**config.mk**
```make
export PLATFORM = sky130hd
export DESIGN_NAME = led_frame_arbiter
export DESIGN_NICKNAME = d
export VERILOG_FILES = /design/src/rtl/led_frame_arbiter.sv
export SDC_FILE = /design/constraint.sdc
export NUM_CORES = 1
export LEC_CHECK = 0
export BUFFER_PORTS_ARGS = -buffer_cell sky130_fd_sc_hd__buf_4
export CAP_MARGIN = 20
export CORE_AREA = 8 8 149 151
export CTS_CLUSTER_DIAMETER = 30
export CTS_CLUSTER_SIZE = 25
export DETAILED_ROUTE_END_ITERATION = 12
export DIE_AREA = 0 0 157 159
export GPL_TIMING_DRIVEN = 0
export PLACE_DENSITY = 0.67
export REMOVE_ABC_BUFFERS = 1
export SYNTH_ARGS = -nofsm -noshare
export SYNTH_HDL_FRONTEND = slang
export SYNTH_SLANG_ARGS = --single-unit
```
**constraint.sdc**
```tcl
create_clock -name clk -period 6.45 [get_ports clk]
set_input_delay 0.645 -clock clk [delete_from_list [all_inputs] [get_ports clk]]
set_output_delay 0.645 -clock clk [all_outputs]
set_load 0.01 [all_outputs]
```
**src/rtl/led_frame_arbiter.sv**
```systemverilog
// ============================================================================
// Module   : led_frame_arbiter
// Purpose  : Round-robin arbiter that shares one WS2812B frame transmitter
//            between NREQ pattern sources, with latch-gap and watchdog timing.
// Revision : 1.0
// ============================================================================
`default_nettype none

module led_frame_arbiter #(
    parameter int NREQ    = 3,
    parameter int FRAME_W = 96,
    parameter int MIN_GAP = 6000,
    parameter int TIMEOUT = 20000
) (
    input  logic                      clk,
    input  logic                      reset,
    input  logic [NREQ-1:0]           req,
    input  logic [NREQ*FRAME_W-1:0]   frameIn,
    input  logic                      clrErr,
    input  logic                      txDone,
    output logic [NREQ-1:0]           grant,
    output logic                      txGo,
    output logic [FRAME_W-1:0]        txFrame,
    output logic                      busy,
    output logic                      timeoutErr
);

    localparam int PTR_W   = (NREQ > 2) ? $clog2(NREQ) : 1;
    localparam int MAX_CNT = (MIN_GAP > TIMEOUT) ? MIN_GAP : TIMEOUT;
    localparam int CNT_W   = $clog2(MAX_CNT) + 1;

    localparam logic [2:0] S_IDLE = 3'd0;
    localparam logic [2:0] S_LOAD = 3'd1;
    localparam logic [2:0] S_GO   = 3'd2;
    localparam logic [2:0] S_WAIT = 3'd3;
    localparam logic [2:0] S_GAP  = 3'd4;

    logic [2:0]         state_q, state_d;
    logic [PTR_W-1:0]   rr_q;
    logic [PTR_W-1:0]   win_q, win_d;
    logic [CNT_W-1:0]   cnt_q;
    logic [FRAME_W-1:0] frame_q;
    logic               err_q;

    logic               req_hit;
    logic [CNT_W-1:0]   cnt_inc;
    logic               tmo_hit;
    logic               gap_end;
    logic               wait_exit;
    logic [PTR_W-1:0]   rr_next;
    logic [FRAME_W-1:0] frames [NREQ];

    for (genvar g = 0; g < NREQ; g++) begin : g_frames
        assign frames[g] = frameIn[g*FRAME_W +: FRAME_W];
    end

    // First requester found scanning upward from the round-robin pointer.
    always_comb begin
        int idx;
        req_hit = 1'b0;
        win_d   = '0;
        idx     = 0;
        for (int k = NREQ - 1; k >= 0; k--) begin
            idx = int'(rr_q) + k;
            if (idx >= NREQ) begin
                idx = idx - NREQ;
            end
            if (req[idx[PTR_W-1:0]]) begin
                req_hit = 1'b1;
                win_d   = idx[PTR_W-1:0];
            end
        end
    end

    // Timeout fires when the incremented count reaches TIMEOUT-1, i.e. TIMEOUT
    // cycles after the txGo cycle.
    assign cnt_inc   = cnt_q + CNT_W'(1);
    assign tmo_hit   = (state_q == S_WAIT) && (cnt_inc == CNT_W'(TIMEOUT - 1));
    assign gap_end   = (cnt_q == CNT_W'(MIN_GAP - 1));
    assign wait_exit = (state_q == S_WAIT) && (txDone || tmo_hit);
    assign rr_next   = (win_q == PTR_W'(NREQ - 1)) ? '0 : win_q + PTR_W'(1);

    always_ff @(posedge clk or negedge reset) begin
        if (!reset) begin
            state_q <= S_IDLE;
        end else begin
            state_q <= state_d;
        end
    end

    always_comb begin
        state_d = state_q;
        case (state_q)
            S_IDLE:  if (req_hit) state_d = S_LOAD;
            S_LOAD:  state_d = S_GO;
            S_GO:    state_d = S_WAIT;
            S_WAIT:  if (txDone || tmo_hit) state_d = S_GAP;
            S_GAP:   if (gap_end) state_d = S_IDLE;
            default: state_d = S_IDLE;
        endcase
    end

    always_comb begin
        grant      = '0;
        txGo       = (state_q == S_GO);
        busy       = (state_q != S_IDLE);
        txFrame    = frame_q;
        timeoutErr = err_q;
        if (state_q == S_LOAD) begin
            grant = NREQ'(1) << win_q;
        end
    end

    always_ff @(posedge clk or negedge reset) begin
        if (!reset) begin
            rr_q    <= '0;
            win_q   <= '0;
            cnt_q   <= '0;
            frame_q <= '0;
            err_q   <= 1'b0;
        end else begin
            if ((state_q == S_IDLE) && req_hit) begin
                win_q   <= win_d;
                frame_q <= frames[win_d];
            end

            if (state_q == S_GO) begin
                cnt_q <= '0;
            end else if (wait_exit) begin
                cnt_q <= '0;
                rr_q  <= rr_next;
            end else if ((state_q == S_WAIT) || (state_q == S_GAP)) begin
                cnt_q <= cnt_inc;
            end

            // A done in the same cycle as the timeout wins, so no error then.
            if (tmo_hit && !txDone) begin
                err_q <= 1'b1;
            end else if (clrErr) begin
                err_q <= 1'b0;
            end
        end
    end

endmodule

`default_nettype wire

```
# After elaboration in Yosys (flattened, before gate mapping)
# Index checks and enable logic that the tools add are counted.
dict set report totals {
  regBits 120
  romBits 0
  out_inout_bits 102
  mem_count 0
  latchBits 0
  word_cells 75
  ramBits 0
}
dict set report op_classes {
  add_sub_neg 7
  bitwise_logic 2
  eq_ne 10
  n_mux 29
  n_mul 0
  n_div 0
  n_reduce_logical 13
  order_cmp 7
  shift 1
}
# operator count
set ops {}
lappend ops {{96-bit binary-select mux with 2-bit select} 1}
lappend ops {{96-bit 2-to-1 mux} 2}
lappend ops {{16-bit 2-to-1 mux} 3}
lappend ops {{16-bit by 1-bit adder with 16-bit output, second input constant} 1}
lappend ops {{16-bit by 13-bit equality test with 1-bit output, second input constant} 1}
lappend ops {{16-bit by 15-bit equality test with 1-bit output, second input constant} 1}
lappend ops {{3-bit case mux with 5 select lines} 1}
lappend ops {{2-bit 2-to-1 mux} 7}
lappend ops {{3-bit 2-to-1 mux} 4}
lappend ops {{2-bit by 3-bit < comparator with 1-bit output, second input constant} 3}
lappend ops {{1-bit 2-to-1 mux} 8}
lappend ops {{1-bit binary-select mux with 2-bit select} 3}
lappend ops {{3-bit by 2-bit equality test with 1-bit output, second input constant} 2}
lappend ops {{3-bit by 2-bit greater-or-equal comparator with 1-bit output, second input constant} 2}
lappend ops {{3-bit nonzero test} 2}
lappend ops {{2-bit subtractor, second input constant} 3}
lappend ops {{1-bit logical AND} 4}
lappend ops {{2-bit inequality test, second input constant} 2}
lappend ops {{2-bit by 1-bit adder with 3-bit output, second input constant} 1}
lappend ops {{2-bit by 2-bit adder with 3-bit output, second input constant} 1}
lappend ops {{3-bit by 1-bit equality test with 1-bit output, second input constant} 1}
lappend ops {{3-bit equality test, second input constant} 1}
lappend ops {{3-bit greater-or-equal comparator, second input constant} 1}
lappend ops {{3-bit logical NOT} 1}
lappend ops {{12 further kinds} 13}

# Depth between registers and ports, before layout
# Gate-level depths: netlist of run 1.
dict set report logic_depth {
  word_depth 12
  depth_mapped 11
  mapped_depth_nobuf 8
}

# Worst setup path after synthesis of run 1
# Ideal clock, no wire load.
dict set report synth_timing {
  path_kind {register to register}
  startpoint {register rr_q[0]}
  endpoint {register frame_q[65] (netlist: txFrame[65])}
  t_arrival_ps 2252
  path_stages_with_launch 12
  n_path_buf 3
  period_less_slack_ps 2385
  path_slack_ps 4065
  path_cell_list {dfrtp_1 -> inv_1 -> ha_1 -> maj3_1 -> o221ai_1 -> buf_2 -> buf_2 -> buf_4 -> mux2i_1 -> nor2_1 -> a21oi_1 -> o21ai_0}
}
dict set report synth_between {
  elab_chain_len 12
}
# item line_no
set synth_rtl {}
lappend synth_rtl {{from (decl)} 39} ;# logic [PTR_W-1:0] rr_q;
lappend synth_rtl {{from (signal assigned)} 131} ;# rr_q <= rr_next;
lappend synth_rtl {{2-bit by 2-bit adder with 3-bit output} 64} ;# idx = int'(rr_q) + k;
lappend synth_rtl {{3-bit by 2-bit greater-or-equal comparator with 1-bit output or 2-bit subtractor (tied branches)} {65, 66}}
lappend synth_rtl {{2-bit 2-to-1 mux} 65} ;# if (idx >= NREQ) begin
lappend synth_rtl {{1-bit binary-select mux with 2-bit select} 68} ;# if (req[idx[PTR_W-1:0]]) begin
lappend synth_rtl {{1-bit 2-to-1 mux (not written as such)} 68}
lappend synth_rtl {{2-bit 2-to-1 mux (3 in series)} 68}
lappend synth_rtl {{2-bit NOT with 3-bit output (not written as such)} 124} ;# frame_q <= frames[win_d];
lappend synth_rtl {{96-bit binary-select mux with 2-bit select} 124}
lappend synth_rtl {{96-bit 2-to-1 mux (not written as such) (2 in series)} 124}
lappend synth_rtl {{to (signal assigned)} 124}
lappend synth_rtl {{to (decl)} 42} ;# logic [FRAME_W-1:0] frame_q;
# Parallel ways exist; a longest one is shown, timed or not. The select of a mux whose other input is x is not followed.
# A chain may end at the register's enable or synchronous reset.

# Worst setup path in the final report of run 1
dict set report layout_timing {
  startpoint {register rr_q[0]}
  endpoint {register frame_q[78] (netlist: txFrame[78])}
}
# Same word-level chain as after synthesis.

==> impl_metrics.py, run 1 <==
metrics = {
    "clocking": {
        "cts_made_buffers": 17,
        "clkLatencyLatePin_ns": 0.42,
        "cts_buffer_depth": 2,
        "clock_sink_count": 120,
        "cts_max_level": 4,
        "cts_root_buf": "clkbuf_16",
        "cts_hold_buf": 0,
        "path_clk_slew_ns": 0.06,
        "cts_tree": "built",
        "post-cts-setup-buffers": 0,
        "cts_resized": 0,
    },
    "final_layout": {
        "final_common_cell": "buf_4",
        "diodes": 0,
        "num-nets-final": 1493,
        "drive_gt1_share_pct": 37.0,
        "final_cell_count_no_fill": 1477,
        "finish.instance_area_um2": 10800,
        "final_cell_mix": "buf_4, dfrtp_1, nand2_1",
        "synthToLayoutAreaGrowth_pct": 55.1,
    },
    "grt": {
        "antenna_found_initial": 0,
        "grt_pass1_vias": 7126,
        "grt_max_degree": 94,
        "grt_use_total_pct": 20.6,
        "grt_first_pass_wirelength_um": 39700,
        "grt.overflow.total": 0,
    },
    "detailed_routing": {
        "wire_per_inst_um": 17.7,
        "first_pass_iters": 4,
        "antenna_left": 0,
        "totalWireLength_um": 26100,
        "drc_errors": 0,
        "avgViaCountPerCell": 4.81,
        "drt_iter0_markers": 337,
        "vias": 7108,
    },
    "sta": {
        "rsz0062_at_grt": "no",
        "worstMarginPinSlew_ns": 1.02,
        "min_period_ns": 3.42,
        "timing.fmax_mhz": 293,
        "fin_crit_sh_pct": 53.0,
        "fin_ws_ns": 3.03,
        "final_max_slew_viol_count": 0,
        "setup_viol": 0,
        "hold_violations": 0,
        "max_slew_margin_pct": 31.8,
        "skew_ns": 0.00802,
    },
    "floorplanning": {
        "rows": 52,
        "fp.dieArea_um2": 25000,
        "die_w_um": 157,
        "coreArea_um2": 19800,
        "die_h_um": 159,
        "pin_count": 397,
        "initial_core_util_pct": 35.0,
    },
    "pwr": {
        "pwr_density_cell_nw_per_um2": 429,
        "power_leakage_uw": 0.00564,
        "ir_drop_v": 0.000193,
    },
    "place": {
        "place_hpwl_um": 21100,
        "placed_area_um2": 10200,
        "numPortBuffers": 396,
        "pre_cts_slack_ns": 3.05,
        "placed_cells": 1445,
        "place_congestion": 0.911,
    },
    "logic_synthesis": {
        "syn_area_um2": 6950,
        "ys_seq_area_share_pct": 43.2,
        "synth_cell_types": 46,
        "netlist_instances": 833,
        "synthFlopType": "dfrtp_1",
        "synth.top_cell.area_share_pct": 43.2,
        "syn_area_per_cell_um2": 8.35,
        "synth_area_leaders": "dfrtp_1, mux2i_1, o21ai_0, a21oi_1, nand2_1",
        "synth_edf_count": 0,
        "yosys_warnings": 0,
        "async_flop_share_pct": 100,
        "synth.largest_area_cell": "dfrtp_1",
        "ys_ff_latch": 120,
    },
    "setup_path": {
        "crit_path_max_incr_delay_ns": 0.79,
        "crit_chain": "inv_1 > ha_1 > maj3_1 > o221ai_4 > buf_12 > buf_16 > mux2i_1 > nor2_1 > a21oi_1 > o21ai_0",
        "cp_data_required_time_ns": 6.74,
        "cp_data_arrival_time_ns": 3.70,
        "path_class": "flip-flop to flip-flop",
        "cpLargestDelayFamily": "compound AO/OA/AOI/OAI gates",
        "crit_buf_inv": 3,
        "end_kind": "flip-flop",
        "cp_max_fo": 19,
        "slowest_stage": "o221ai_4",
        "crit_path_start_kind": "flip-flop",
    },
    "min_path": {
        "hold_class": "input port to asynchronous set/reset pin",
    },
    "outcome": {
        "status": "finished, final reports clean",
    },
    "flow_run": {
        "cap_violations": 0,
    },
}
final timing paths:
check / from / end / slack, ns / cells past startpoint
hold reg to reg: txFrame[45] / txFrame[45] / 0.48 / 2
setup / recovery: rr_q[0] / txFrame[78] / 3.03 / 10
max in group asynchronous: reset / txFrame[57] / 5.51 / 2
setup reg to reg: rr_q[0] / txFrame[78] / 3.03 / 10
min in group clk: clrErr / timeoutErr / 0.42 / 2
hold / removal: reset / txFrame[49] / 0.21 / 1
layout make-up:
type	instances	area [um2]
multi-input combinational	640	3670
clock inverter	13	108
fill	1928	9060
timing repair buffer	405	3190
inverter	10	37.5
tap	270	338
sequential	120	3000
clock buffer	19	433
worst reg2reg max path, cell delays in order, from the launching register on:
cell and delay [ns]:
dfrtp_1 0.37, inv_1 0.05, ha_1 0.37, maj3_1 0.40
o221ai_4 0.79, buf_12 0.29, buf_16 0.21, mux2i_1 0.51
nor2_1 0.10, a21oi_1 0.12, o21ai_0 0.08
flip-flops by register name, summed over array words and instances, names as in the netlist:
register / cells
cnt_q: 16
state_q: 3
timeoutErr: 1
rr_q: 2
txFrame: 96
win_q: 2
stage by stage:
step	hold WS, ns	setup TNS, ns	utilization, %	total power [uW]
floorplan	0.349	-272.31	-	2900
global placement	0.463	-517.21	50.3	4050
detailed placement	0.471	0	51.6	3800
CTS	0.228	0	54.3	4690
global route	0.260	0	54.3	4970
finish	0.208	0	54.3	4620
cell usage after synthesis (3+ instances only):
| cell type | n |
|---|---|
| o31ai_1 | 3 |
| nor4_1 | 3 |
| nand2b_1 | 4 |
| inv_1 | 10 |
| o21ai_0 | 109 |
| o21ai_1 | 7 |
| buf_4 | 5 |
| xor2_1 | 5 |
| clkbuf_1 | 44 |
| buf_2 | 14 |
| xnor2_1 | 7 |
| nor3_1 | 7 |
| nand3_1 | 7 |
| dfrtp_1 | 120 |
| o221ai_1 | 6 |
| nand2_1 | 117 |
| ha_1 | 4 |
| nor2_1 | 116 |
| mux2i_1 | 97 |
| nand4_1 | 5 |
| or4_1 | 3 |
| o21a_1 | 3 |
| a21oi_1 | 106 |
where the power goes:
part	internal [uW]	switching (uW)
clock network	525	351
registers	1080	192
logic	1120	1350
logic make-up (layout without fill, tap and decap cells):
logic type               count (synthesis)  count (layout)  share of synthesized area (%)
AO/OA/AOI/OAI                          246             246                           18.8
XOR/XNOR                                12              12                           1.51
adder cells (fa/ha/maj)                  6               6                           1.01
buffers and inverters                   73             447                           4.46
flip-flops                             120             120                           43.2
multiplexers                            98              98                           14.1
AND/OR/NAND/NOR                        278             278                           16.8
per-layer routing:
layer	vias up	global-route usage [%]	part of all wire, %
li1	3627	-	-
met1	3217	23.1	39
met2	231	36.0	52
met3	33	6.51	7.0
met4	0	6.86	2.2
met5	-	0	0
No activity file was read; power rests on OpenSTA's default activity.
==> run 2, diff against run 1 <==
CORE_AREA = 8 8 148 150   (was 8 8 149 151)
DIE_AREA = 0 0 156 158   (was 0 0 157 159)
PLACE_DENSITY = 0.71   (was 0.67)
clock period = 2.85 ns   (was 6.45 ns; I/O delays follow)
==> run 2 against run 1 <==
Sequential cell count unchanged. Combinational power up 130%. Cell count up 0.27%. Clock skew up 0.00068 ns. Die area down 1.3%. Global-route usage down 1.2 points. Clock-buffer cell count unchanged. Clock power rose to 2.6 times the previous value. Highest routed layer unchanged.
==> impl_metrics.py, run 2 (synthesis results as in run 1) <==
metrics = {
    "outcome": {
        "status": "finished, final reports clean",
    },
    "detailed_routing": {
        "drc_errors": 0,
        "antenna_left": 0,
        "vias": 7160,
        "totalWireLength_um": 25500,
        "wire_per_inst_um": 17.2,
        "first_pass_iters": 4,
        "drt_iter0_markers": 425,
        "avgViaCountPerCell": 4.83,
    },
    "setup_path": {
        "r2r_slack_ns": 0.12,
        "reg2reg_to": "txFrame[89]",
        "cp_max_fo": 46,
        "end_kind": "flip-flop",
        "cp_data_arrival_time_ns": 3.00,
        "reg2reg_depth": 10,
        "path_class": "flip-flop to flip-flop",
        "reg2reg_from": "rr_q[0]",
        "crit_path_start_kind": "flip-flop",
        "cp_data_required_time_ns": 3.12,
    },
    "floorplanning": {
        "pin_count": 397,
        "fp.dieArea_um2": 24600,
        "die_h_um": 158,
        "coreArea_um2": 19700,
        "initial_core_util_pct": 35.3,
        "rows": 52,
        "die_w_um": 156,
    },
    "clocking": {
        "clkLatencyLatePin_ns": 0.40,
        "cts_made_buffers": 17,
        "clock_sink_count": 120,
        "cts_max_level": 4,
        "cts_buffer_depth": 2,
        "cts_root_buf": "clkbuf_16",
        "path_clk_slew_ns": 0.05,
        "cts_tree": "built",
    },
    "sta": {
        "hold_ws_ns": 0.0801,
        "fin_ws_ns": 0.119,
        "min_period_ns": 2.73,
        "hold_violations": 0,
        "fin_crit_sh_pct": 95.8,
        "worstMarginPinSlew_ns": 0.762,
        "max_slew_margin_pct": 49.2,
        "timing.fmax_mhz": 366,
        "final_max_slew_viol_count": 0,
        "setup_viol": 0,
        "rsz0062_at_grt": "no",
        "skew_ns": 0.00870,
    },
    "final_layout": {
        "num-nets-final": 1498,
        "nFillCells": 1854,
        "final_common_cell": "buf_4",
        "drive_gt1_share_pct": 37.5,
        "finish.instance_area_um2": 10900,
        "final_cell_mix": "buf_4, dfrtp_1, nor2_1, nand2_1, o21ai_0",
        "synthToLayoutAreaGrowth_pct": 57.1,
        "largest_reg_flops": 96,
        "diodes": 0,
    },
    "place": {
        "numPortBuffers": 396,
        "place_congestion": 0.844,
        "place_hpwl_um": 20100,
        "placed_area_um2": 10200,
        "pre_cts_slack_ns": -0.298,
    },
    "grt": {
        "grt_first_pass_wirelength_um": 37400,
        "grt.overflow.total": 0,
        "grt_max_degree": 109,
        "antenna_found_initial": 0,
        "grt_pass1_vias": 7106,
        "grt_use_total_pct": 19.4,
    },
    "pwr": {
        "pwr_density_cell_nw_per_um2": 987,
        "power_leakage_uw": 0.00570,
        "total_power_uw": 10800,
        "ir_drop_v": 0.000409,
    },
    "min_path": {
        "hold_class": "input port to flip-flop",
        "whs_endpoint": "timeoutErr",
        "holdPathStages": 2,
        "min_from": "clrErr",
    },
    "flow_run": {
        "cap_violations": 0,
    },
}
[run 2: cell count changes in the layout (fill, tap and decap cells not counted), moves of 3 or more]
| cell | delta |
|---|---|
| clkinv_2 | -3 |
| a21oi_1 | -3 |
| bufinv_16 | +3 |
| buf_4 | +3 |
[run 2: through the flow]
stage,setup TNS [ns],instances,utilization [%]
after floorplan,-623.32,770,-
after global placement,-822.70,1436,50.7
after detailed placement,-5.91,1444,51.9
after CTS,0,1478,55.2
after global routing,0,1481,55.4
final,0,1481,55.4
[run 2: worst max path at each step]
stage | cells after the start | from | to | slack (ns)
after floorplan | 8 | rr_q[0] | txFrame[94] | -6.43
after global placement | 8 | rr_q[0] | txFrame[89] | -9.18
after detailed placement | 10 | rr_q[0] | txFrame[40] | -0.30
after CTS | 8 | rr_q[0] | txFrame[32] | 0.07
after global routing | 10 | rr_q[0] | txFrame[63] | 0.0008
final | 10 | rr_q[0] | txFrame[89] | 0.12
[run 2: what timing repair did]
item / 4_1_cts / 5_1_grt
hold buffers: 1 / 0
pin swaps: 1 / 2
hold endpoints to repair: 54 / 0
setup buffers: 2 / 1
gates resized for setup: 0 / 6
setup endpoints to repair: 51 / 66
cloned: 0 / 2
[run 2: area by class of cell]
class | count | area [um2] | area share, %
flip-flops and latches | 120 | 3000 | 27.5
repair buffers | 408 | 3210 | 29.4
clock buffers | 19 | 443 | 4.06
inverters | 10 | 37.5 | 0.344
well taps | 270 | 338 | 3.09
multi-input cells | 642 | 3710 | 34.0
clock inverters | 12 | 176 | 1.62
[run 2: worst max-delay path, cell delays in order, from the launching register on]
cell	delay [ns]
dfrtp_1	0.37
inv_1	0.05
ha_1	0.38
maj3_1	0.40
o221ai_4	0.28
buf_12	0.16
buf_16	0.24
mux2i_1	0.38
nor2_1	0.08
a21oi_1	0.12
o21ai_0	0.09
[run 2: routing by layer]
| layer | track usage, % | vias up | wire [um] |
|---|---|---|---|
| met3 | 6.42 | 25 | 1660 |
| met4 | 6.05 | 0 | 477 |
| li1 | - | 3631 | - |
| met5 | 0 | - | 0 |
| met2 | 34.4 | 233 | 13300 |
| met1 | 21.6 | 3271 | 10100 |
[run 2: power breakdown]
part | total [uW] | switching [uW] | leakage, uW | internal, uW
logic | 5640 | 3090 | 0.00388 | 2560
registers | 2880 | 434 | 0.00152 | 2450
clock network | 2250 | 773 | 0.000299 | 1480
